<file path="config.mk">
export PLATFORM = sky130hd
export DESIGN_NAME = life_row_stepper_flat
export DESIGN_NICKNAME = d
export VERILOG_FILES = /design/src/rtl/life_row_stepper_if.sv /design/src/rtl/life_row_stepper.sv /design/src/flat_wrapper.sv
export SDC_FILE = /design/constraint.sdc
export NUM_CORES = 2
export LEC_CHECK = 0
export CORE_ASPECT_RATIO = 1.1
export CORE_MARGIN = 2
export CORE_UTILIZATION = 30
export CTS_CLUSTER_SIZE = 10
export DETAILED_ROUTE_END_ITERATION = 7
export PLACE_DENSITY = 0.5
export SLEW_MARGIN = 10
export SYNTH_ARGS = -nofsm -noshare
export SYNTH_HDL_FRONTEND = slang
export SYNTH_SLANG_ARGS = --single-unit
</file>
<file path="constraint.sdc">
create_clock -name clk -period 15.3 [get_ports clk]
set_input_delay 2.295 -clock clk [delete_from_list [all_inputs] [get_ports clk]]
set_output_delay 2.295 -clock clk [all_outputs]
set_load 0.05 [all_outputs]
</file>
<file path="src/rtl/life_row_stepper_if.sv">
// Write port toward the display memory: valid/ready handshake carrying one cell per transfer.
// The stepper drives the master side; the memory (or bench) drives wr_ready.
interface life_row_stepper_if #(
  parameter int AW = 10
);
  logic          wr_en;
  logic [AW-1:0] wr_addr;
  logic [3:0]    wr_data;
  logic          wr_ready;

  modport master (output wr_en, wr_addr, wr_data, input wr_ready);
  modport slave  (input wr_en, wr_addr, wr_data, output wr_ready);
endinterface

</file>
<file path="src/rtl/life_row_stepper.sv">
// One-dimensional cellular automaton row: seeds or advances a CELLS-bit row by one
// Wolfram-rule generation, streaming each new cell to display memory; all state moves on the falling edge.
module life_row_stepper #(
  parameter int CELLS = 640,
  parameter int AW    = 10
) (
  input  logic                  clk,
  input  logic                  rst,
  input  logic                  seed_load,
  input  logic                  seed_bit,
  input  logic                  step,
  input  logic [7:0]            rule,
  input  logic [2:0]            fg_color,
  life_row_stepper_if.master    wr,
  output logic                  busy,
  output logic                  done,
  output logic [15:0]           generation
);

  typedef enum logic [1:0] {IDLE, SEED, STEP, DONE} state_t;
  localparam logic [AW-1:0] LAST = AW'(CELLS - 1);

  state_t           state_q, state_d;
  logic [CELLS-1:0] cells_q, cells_d;
  logic [AW-1:0]    addr_q, addr_d;
  logic [7:0]       rule_q, rule_d;
  logic [2:0]       color_q, color_d;
  logic [15:0]      gen_q, gen_d;
  logic             left_q, left_d;
  logic             first_q, first_d;

  logic          accept;
  logic          xfer;
  logic          last;
  logic [AW-1:0] addr_nx;
  logic          cur_c;
  logic          cur_r;
  logic          new_bit;

  assign accept  = (state_q == IDLE) && (seed_load || step);
  assign xfer    = wr.wr_en && wr.wr_ready;
  assign last    = (addr_q == LAST);
  assign addr_nx = addr_q + 1'b1;
  assign cur_c   = cells_q[addr_q];
  // Cell 0 has already been overwritten by the time the last cell is computed.
  assign cur_r   = last ? first_q : cells_q[addr_nx];
  assign new_bit = (state_q == SEED) ? seed_bit : rule_q[{left_q, cur_c, cur_r}];

  always_ff @(negedge clk) begin
    if (!rst) begin
      state_q <= IDLE;
    end else begin
      state_q <= state_d;
    end
  end

  always_comb begin
    state_d = state_q;
    case (state_q)
      IDLE:       if (seed_load) state_d = SEED;
                  else if (step) state_d = STEP;
      SEED, STEP: if (xfer && last) state_d = DONE;
      DONE:       state_d = IDLE;
      default:    state_d = IDLE;
    endcase
  end

  // Outputs are gated by rst so they read zero for the whole reset window.
  always_comb begin
    busy        = rst && (state_q != IDLE);
    done        = rst && (state_q == DONE);
    wr.wr_en    = rst && ((state_q == SEED) || (state_q == STEP));
    wr.wr_addr  = rst ? addr_q : '0;
    wr.wr_data  = wr.wr_en ? {new_bit, new_bit ? color_q : 3'b000} : 4'b0000;
    generation  = rst ? gen_q : 16'd0;
  end

  always_comb begin
    cells_d = cells_q;
    addr_d  = addr_q;
    rule_d  = rule_q;
    color_d = color_q;
    gen_d   = gen_q;
    left_d  = left_q;
    first_d = first_q;
    if (accept) begin
      addr_d  = '0;
      rule_d  = rule;
      color_d = fg_color;
      left_d  = cells_q[CELLS-1];
      first_d = cells_q[0];
    end
    if (xfer) begin
      cells_d[addr_q] = new_bit;
      left_d          = cur_c;
      addr_d          = last ? '0 : addr_nx;
      if (last) gen_d = (state_q == STEP) ? gen_q + 16'd1 : 16'd0;
    end
  end

  always_ff @(negedge clk) begin
    if (!rst) begin
      cells_q <= '0;
      addr_q  <= '0;
      rule_q  <= '0;
      color_q <= '0;
      gen_q   <= '0;
      left_q  <= 1'b0;
      first_q <= 1'b0;
    end else begin
      cells_q <= cells_d;
      addr_q  <= addr_d;
      rule_q  <= rule_d;
      color_q <= color_d;
      gen_q   <= gen_d;
      left_q  <= left_d;
      first_q <= first_d;
    end
  end

endmodule

</file>
<file path="src/flat_wrapper.sv">
// flat-port wrapper written by rule: the top's interface ports become plain ports
module life_row_stepper_flat 
#(
  parameter int CELLS = 640,
  parameter int AW    = 10
)
  (clk, rst, seed_load, seed_bit, step, rule, fg_color, busy, done, generation, wr_wr_en, wr_wr_addr, wr_wr_data, wr_wr_ready);
  life_row_stepper_if #(.AW(AW)) wr_i ();
  input  logic clk;
  input  logic rst;
  input  logic seed_load;
  input  logic seed_bit;
  input  logic step;
  input  logic [7:0] rule;
  input  logic [2:0] fg_color;
  output logic busy;
  output logic done;
  output logic [15:0] generation;
  output wire logic [$bits(wr_i.wr_en)-1:0] wr_wr_en;
  output wire logic [$bits(wr_i.wr_addr)-1:0] wr_wr_addr;
  output wire logic [$bits(wr_i.wr_data)-1:0] wr_wr_data;
  input wire logic [$bits(wr_i.wr_ready)-1:0] wr_wr_ready;
  assign wr_wr_en = wr_i.wr_en;
  assign wr_wr_addr = wr_i.wr_addr;
  assign wr_wr_data = wr_i.wr_data;
  assign wr_i.wr_ready = wr_wr_ready;
  life_row_stepper #(.CELLS(CELLS), .AW(AW)) u_core (.clk(clk), .rst(rst), .seed_load(seed_load), .seed_bit(seed_bit), .step(step), .rule(rule), .fg_color(fg_color), .wr(wr_i), .busy(busy), .done(done), .generation(generation));
endmodule
</file>
; ---- Word level (Yosys, flattened, before mapping)
; Cells that the tools add are included.
[word_totals]
register_bits = 681
latchBits = 0
ramBits = 0
rom_bits = 0
input_bits = 17
output_inout_bits = 33
wordCells = 60
n_memories = 0
[op_classes]
n_addsub = 2
mul = 0
div = 0
n_lt_le_gt_ge = 4
eq_ne = 6
n_shift = 0
n_mux = 25
n_bitwise = 0
n_reduce_logical = 15
[op_table]
columns = operator, count
row1 = bitwise mux 640 bit, 1
row2 = 2-to-1 mux 10 bit, 4
row3 = 2-to-1 mux 16 bit, 2
row4 = less-than comparator 10 x 11 -> 1 bit (second input constant), 2
row5 = binary-select mux 1 bit (select 10 bit), 2
row6 = adder 16 x 1 -> 16 bit (second input constant), 1
row7 = adder 10 x 1 -> 10 bit (second input constant), 1
row8 = demux 1 bit (select 10 bit), 1
row9 = equality test 10 bit (second input constant), 1
row10 = >= comparator 10 x 1 -> 1 bit (second input constant), 1
row11 = 2-to-1 mux 1 bit, 8
row12 = logical AND 1 bit, 7
row13 = 2-to-1 mux 2 bit, 3
row14 = case mux 2 bit (3 select lines), 1
row15 = equality test 2 bit (second input constant), 2
row16 = less-than comparator 3 x 4 -> 1 bit (second input constant), 1
row17 = 2-to-1 mux 4 bit, 1
row18 = AND reduction 2 bit, 2
row19 = nonzero test 2 bit, 2
row20 = binary-select mux 1 bit (select 3 bit), 1
row21 = 2-to-1 mux 3 bit, 1
row22 = != test 3 bit (second input constant), 1
row23 = equality test 2 x 1 -> 1 bit (second input constant), 1
row24 = zero test 2 bit, 1
row25 = other kinds (3), 4

; ---- Depth between registers and ports, before layout
[logic_depth]
word_depth = 9
mapped_depth = 25
depth_no_buf = 13

==> flow_metrics.tcl <==
set metrics [dict create \
    ctsRootBufferMaster "clkbuf_16" \
    post_route_drc 0 \
    detailedRoute.firstPassIterationCount 8 \
    grt_pass1_vias 34200 \
    crit_arrival_ps 12940 \
    cts-htree-levels 3 \
    synth-xor-area-share_pct 0.499 \
    timing_hold_violations_final 0 \
    critical_path.max_fanout 19 \
    run_status "completed" \
    max-slew-margin-rel_pct 12.0 \
    synth-edff-count 0 \
    fp.dieArea_mm2 0.123 \
    hold_buffers 0 \
    cp_required_ps 13010 \
    worstSetupStartpointType "register" \
    num_rows 133 \
    post_synth_and_or_nand_nor_area_fraction_pct 9.76 \
    peak_supply_drop_uv 145 \
    timing.critical_path.to_type "output pin" \
    power_mw 5.40 \
    post_synth_inst_count 3832 \
    clk-insertion-delay-late_ps 700 \
    design.core.area_mm2 0.119 \
    postSynthRegisterBits 681 \
    final_instance_area_mm2 0.0433 \
    tritoncts_num_sinks 681 \
    grtUsageTotal_pct 24.8 \
    dominant_combinational_cell_family_by_area_after_synthesis "compound AO/OA/AOI/OAI gates" \
    setup.worst_path.class "register to output pin" \
    ant_nets 0 \
    boundaryPins 50 \
    grt-ovfl-total 0 \
    yosys_warnings 0 \
    final_nets 4428 \
    synth_compound_gate_area_share_pct 24.0 \
    setup_violation_total_in_the_final_timing_report 0 \
    vias 35700 \
    regToRegSetupSlack_ps 7990 \
    drv_slew 0 \
    areaGrowthSynthToFinish_pct 19.9 \
    hpwlAfterDp_um 96200 \
    power_leakage_nw 16.1 \
    grt_setup_unrepaired "false" \
    worst_pin_slew_ps 1320 \
    drt_first_iter_violations 4554 \
    cts_buffer_depth 3 \
    numPortBuffers 49 \
    synthesis.area_mm2 0.0361 \
    cp-endpoint "wr_wr_data[1]" \
    largest_net_degree_at_the_start_of_global_routing 201 \
    final.setup.tns_ps 0 \
    seq_area_frac_synth_pct 37.7 \
    placed_standard_cell_area_mm2 0.0381 \
    gpl_congestion 0.950 \
    fin_skew_ps 50.1 \
    crit_startpoint "u_core.addr_q[0]" \
    drive_above_1_share_pct 15.4 \
    postSynthAreaPerCell_um2 9.43 \
    power.density_cell_area_mw_per_mm2 125 \
    die_width_um 335 \
    tritoncts "yes" \
    tritoncts.num_buffers 83 \
    synthMuxAreaShare_pct 22.1 \
    synth_adder_area_share_pct 0.312 \
    post_synth_num_cell_types 61 \
    number_of_antenna_violations_at_the_first_check_in_global_routing 5 \
    worstRegToRegCells 19 \
    cap_viol_max_count 0 \
    floorplan.initialDensity_pct 30.2 \
    r2r-end "u_core.cells_q[561]" \
    crit-reg2reg-launch "u_core.addr_q[0]" \
    synth_flop_cell "dfxtp_1" \
    mapped_nets 3858 \
    grt_pass1_wl_um 229000 \
    clock_edge_transition_at_the_registers_on_the_reported_setup_and_hold_paths_ps 30 \
    floorplan.die.height_um 368 \
    hold_class "register to register" \
    detail_route.wl_per_cell_um 26.4 \
    vias_per_cell 5.96 \
    wirelength_um 158000 \
    asyncSetResetFlopFracSynth_pct 0 \
]
-- worst min path at each step --
stage                     slack, ps                 to  depth (start not counted)               from
after floorplan                 440   u_core.rule_q[0]                          2   u_core.rule_q[0]
after global placement          440   u_core.rule_q[5]                          2   u_core.rule_q[5]
after detailed placement        450   u_core.rule_q[0]                          2   u_core.rule_q[0]
after CTS                       450   u_core.rule_q[5]                          2   u_core.rule_q[5]
after global routing            480  u_core.color_q[1]                          2  u_core.color_q[1]
final                           450   u_core.rule_q[5]                          2   u_core.rule_q[5]
-- cells in the final DEF (no fill, tap or decap), types with 9 or more instances in the layout --
cell,instances
inv_1,715
dfxtp_1,677
a21oi_1,633
nor2_1,541
o21ai_0,393
mux4_2,323
a311oi_1,230
buf_4,148
nand2_1,140
o22ai_1,89
clkbuf_16,86
mux2i_1,53
clkdlybuf4s50_1,44
a211oi_1,38
and2_1,35
nor2_2,23
nand3_1,21
o41ai_1,17
a22oi_1,16
buf_12,16
nor3_1,13
nand4_1,10
mux2_2,10
a21oi_2,10
nor2b_1,9
and3_1,9
xor2_1,9
nor4_1,9
-- state kept, by name, indices dropped and copies added, names as in the netlist --
signal,flops
u_core.rule_q,8
u_core.left_q,1
u_core.color_q,3
u_core.state_q,2
u_core.addr_q,10
u_core.first_q,1
u_core.cells_q,640
u_core.gen_q,16
-- cell families after synthesis --
| logic type | Yosys count |
|---|---|
| adders and majority gates | 9 |
| buffers and inverters | 420 |
| xor gates and xnor gates | 18 |
| DFF | 681 |
| muxes | 392 |
| and+or+nand+nor | 851 |
| AOI/OAI and AO/OA | 1461 |
-- critical path, stage by stage (launching register included) --
cell and delay (ps):
dfxtp_4 460, inv_2 80, ha_4 400, buf_12 220, buf_12 230, mux4_2 530, mux2i_1 440, o22ai_1 170
nor4_1 220, nor3_1 100, a21oi_1 220, buf_4 150, a31oi_2 200, mux2_2 370, a2111oi_4 460, nor2_1 100
buf_4 200
-- layer usage --
metal | vias to the layer above | GRT usage [%] | wire length (µm)
li1 | 15700 | - | -
met1 | 17500 | 32.4 | 63900
met2 | 2085 | 35.9 | 69900
met3 | 388 | 6.79 | 15600
met4 | 2 | 16.3 | 9030
met5 | - | 0 | 13
-- where the power goes --
part	leakage, nW	switching [mW]	internal (mW)
combinational	5.74	0.693	0.333
sequential	5.49	0.0135	1.80
clock	4.89	1.29	1.26
total	16.1	2.00	3.40
-- synthesized netlist by cell type (5+ instances only) --
cell | count | share of area, %
buf_6 | 25 | 0.78
and2_1 | 35 | 0.61
buf_1 | 10 | 0.10
nor2_1 | 567 | 5.9
mux2i_1 | 59 | 1.6
and3_1 | 10 | 0.17
nand2b_1 | 6 | 0.10
dfxtp_1 | 681 | 38
o41ai_1 | 18 | 0.44
o21ai_0 | 393 | 5.4
o22ai_1 | 89 | 1.5
a22oi_1 | 16 | 0.33
inv_1 | 6 | 0.062
nand2_1 | 143 | 1.5
nor4_1 | 9 | 0.16
ha_1 | 9 | 0.31
a21oi_2 | 10 | 0.24
nand4_1 | 10 | 0.17
xnor2_1 | 6 | 0.15
a211oi_1 | 38 | 0.79
nand3_1 | 24 | 0.33
buf_2 | 101 | 1.4
or3_1 | 8 | 0.14
a21oi_1 | 633 | 8.8
xor2_1 | 9 | 0.22
mux2_2 | 10 | 0.31
a311oi_1 | 230 | 5.6
mux4_2 | 323 | 20
clkbuf_1 | 239 | 2.5
buf_4 | 36 | 0.75
or2_2 | 5 | 0.087
nor2b_1 | 9 | 0.16
nor3_1 | 13 | 0.18
-- per-stage QoR --
stage	hold WS (ps)	instances	setup WS, ps	utilization [%]
after floorplan	436	3832	338	-
after global placement	443	5178	256	31.9
after detailed placement	451	5178	223	31.9
after CTS	455	5987	2.58	36.1
after global routing	478	5998	9.33	36.3
final	450	5999	69.9	36.3
-- what timing repair did --
item                       4_1_cts  5_1_grt
pin swaps                        0        3
buffers inserted                 0        8
setup endpoints to repair        4        4
gates resized for setup          2       20
gates cloned                     0        3
-- area by class of cell --
type,instances,area [µm²]
clock inverter,727,2870
inverter,7,33.8
sequential,681,13600
fill,12300,76100
timing repair buffer,217,2080
antenna,1,2.50
tap,1552,1940
clock buffer,83,2080
multi-input combinational,2731,20700
No activity file was read; power rests on OpenSTA's default activity.
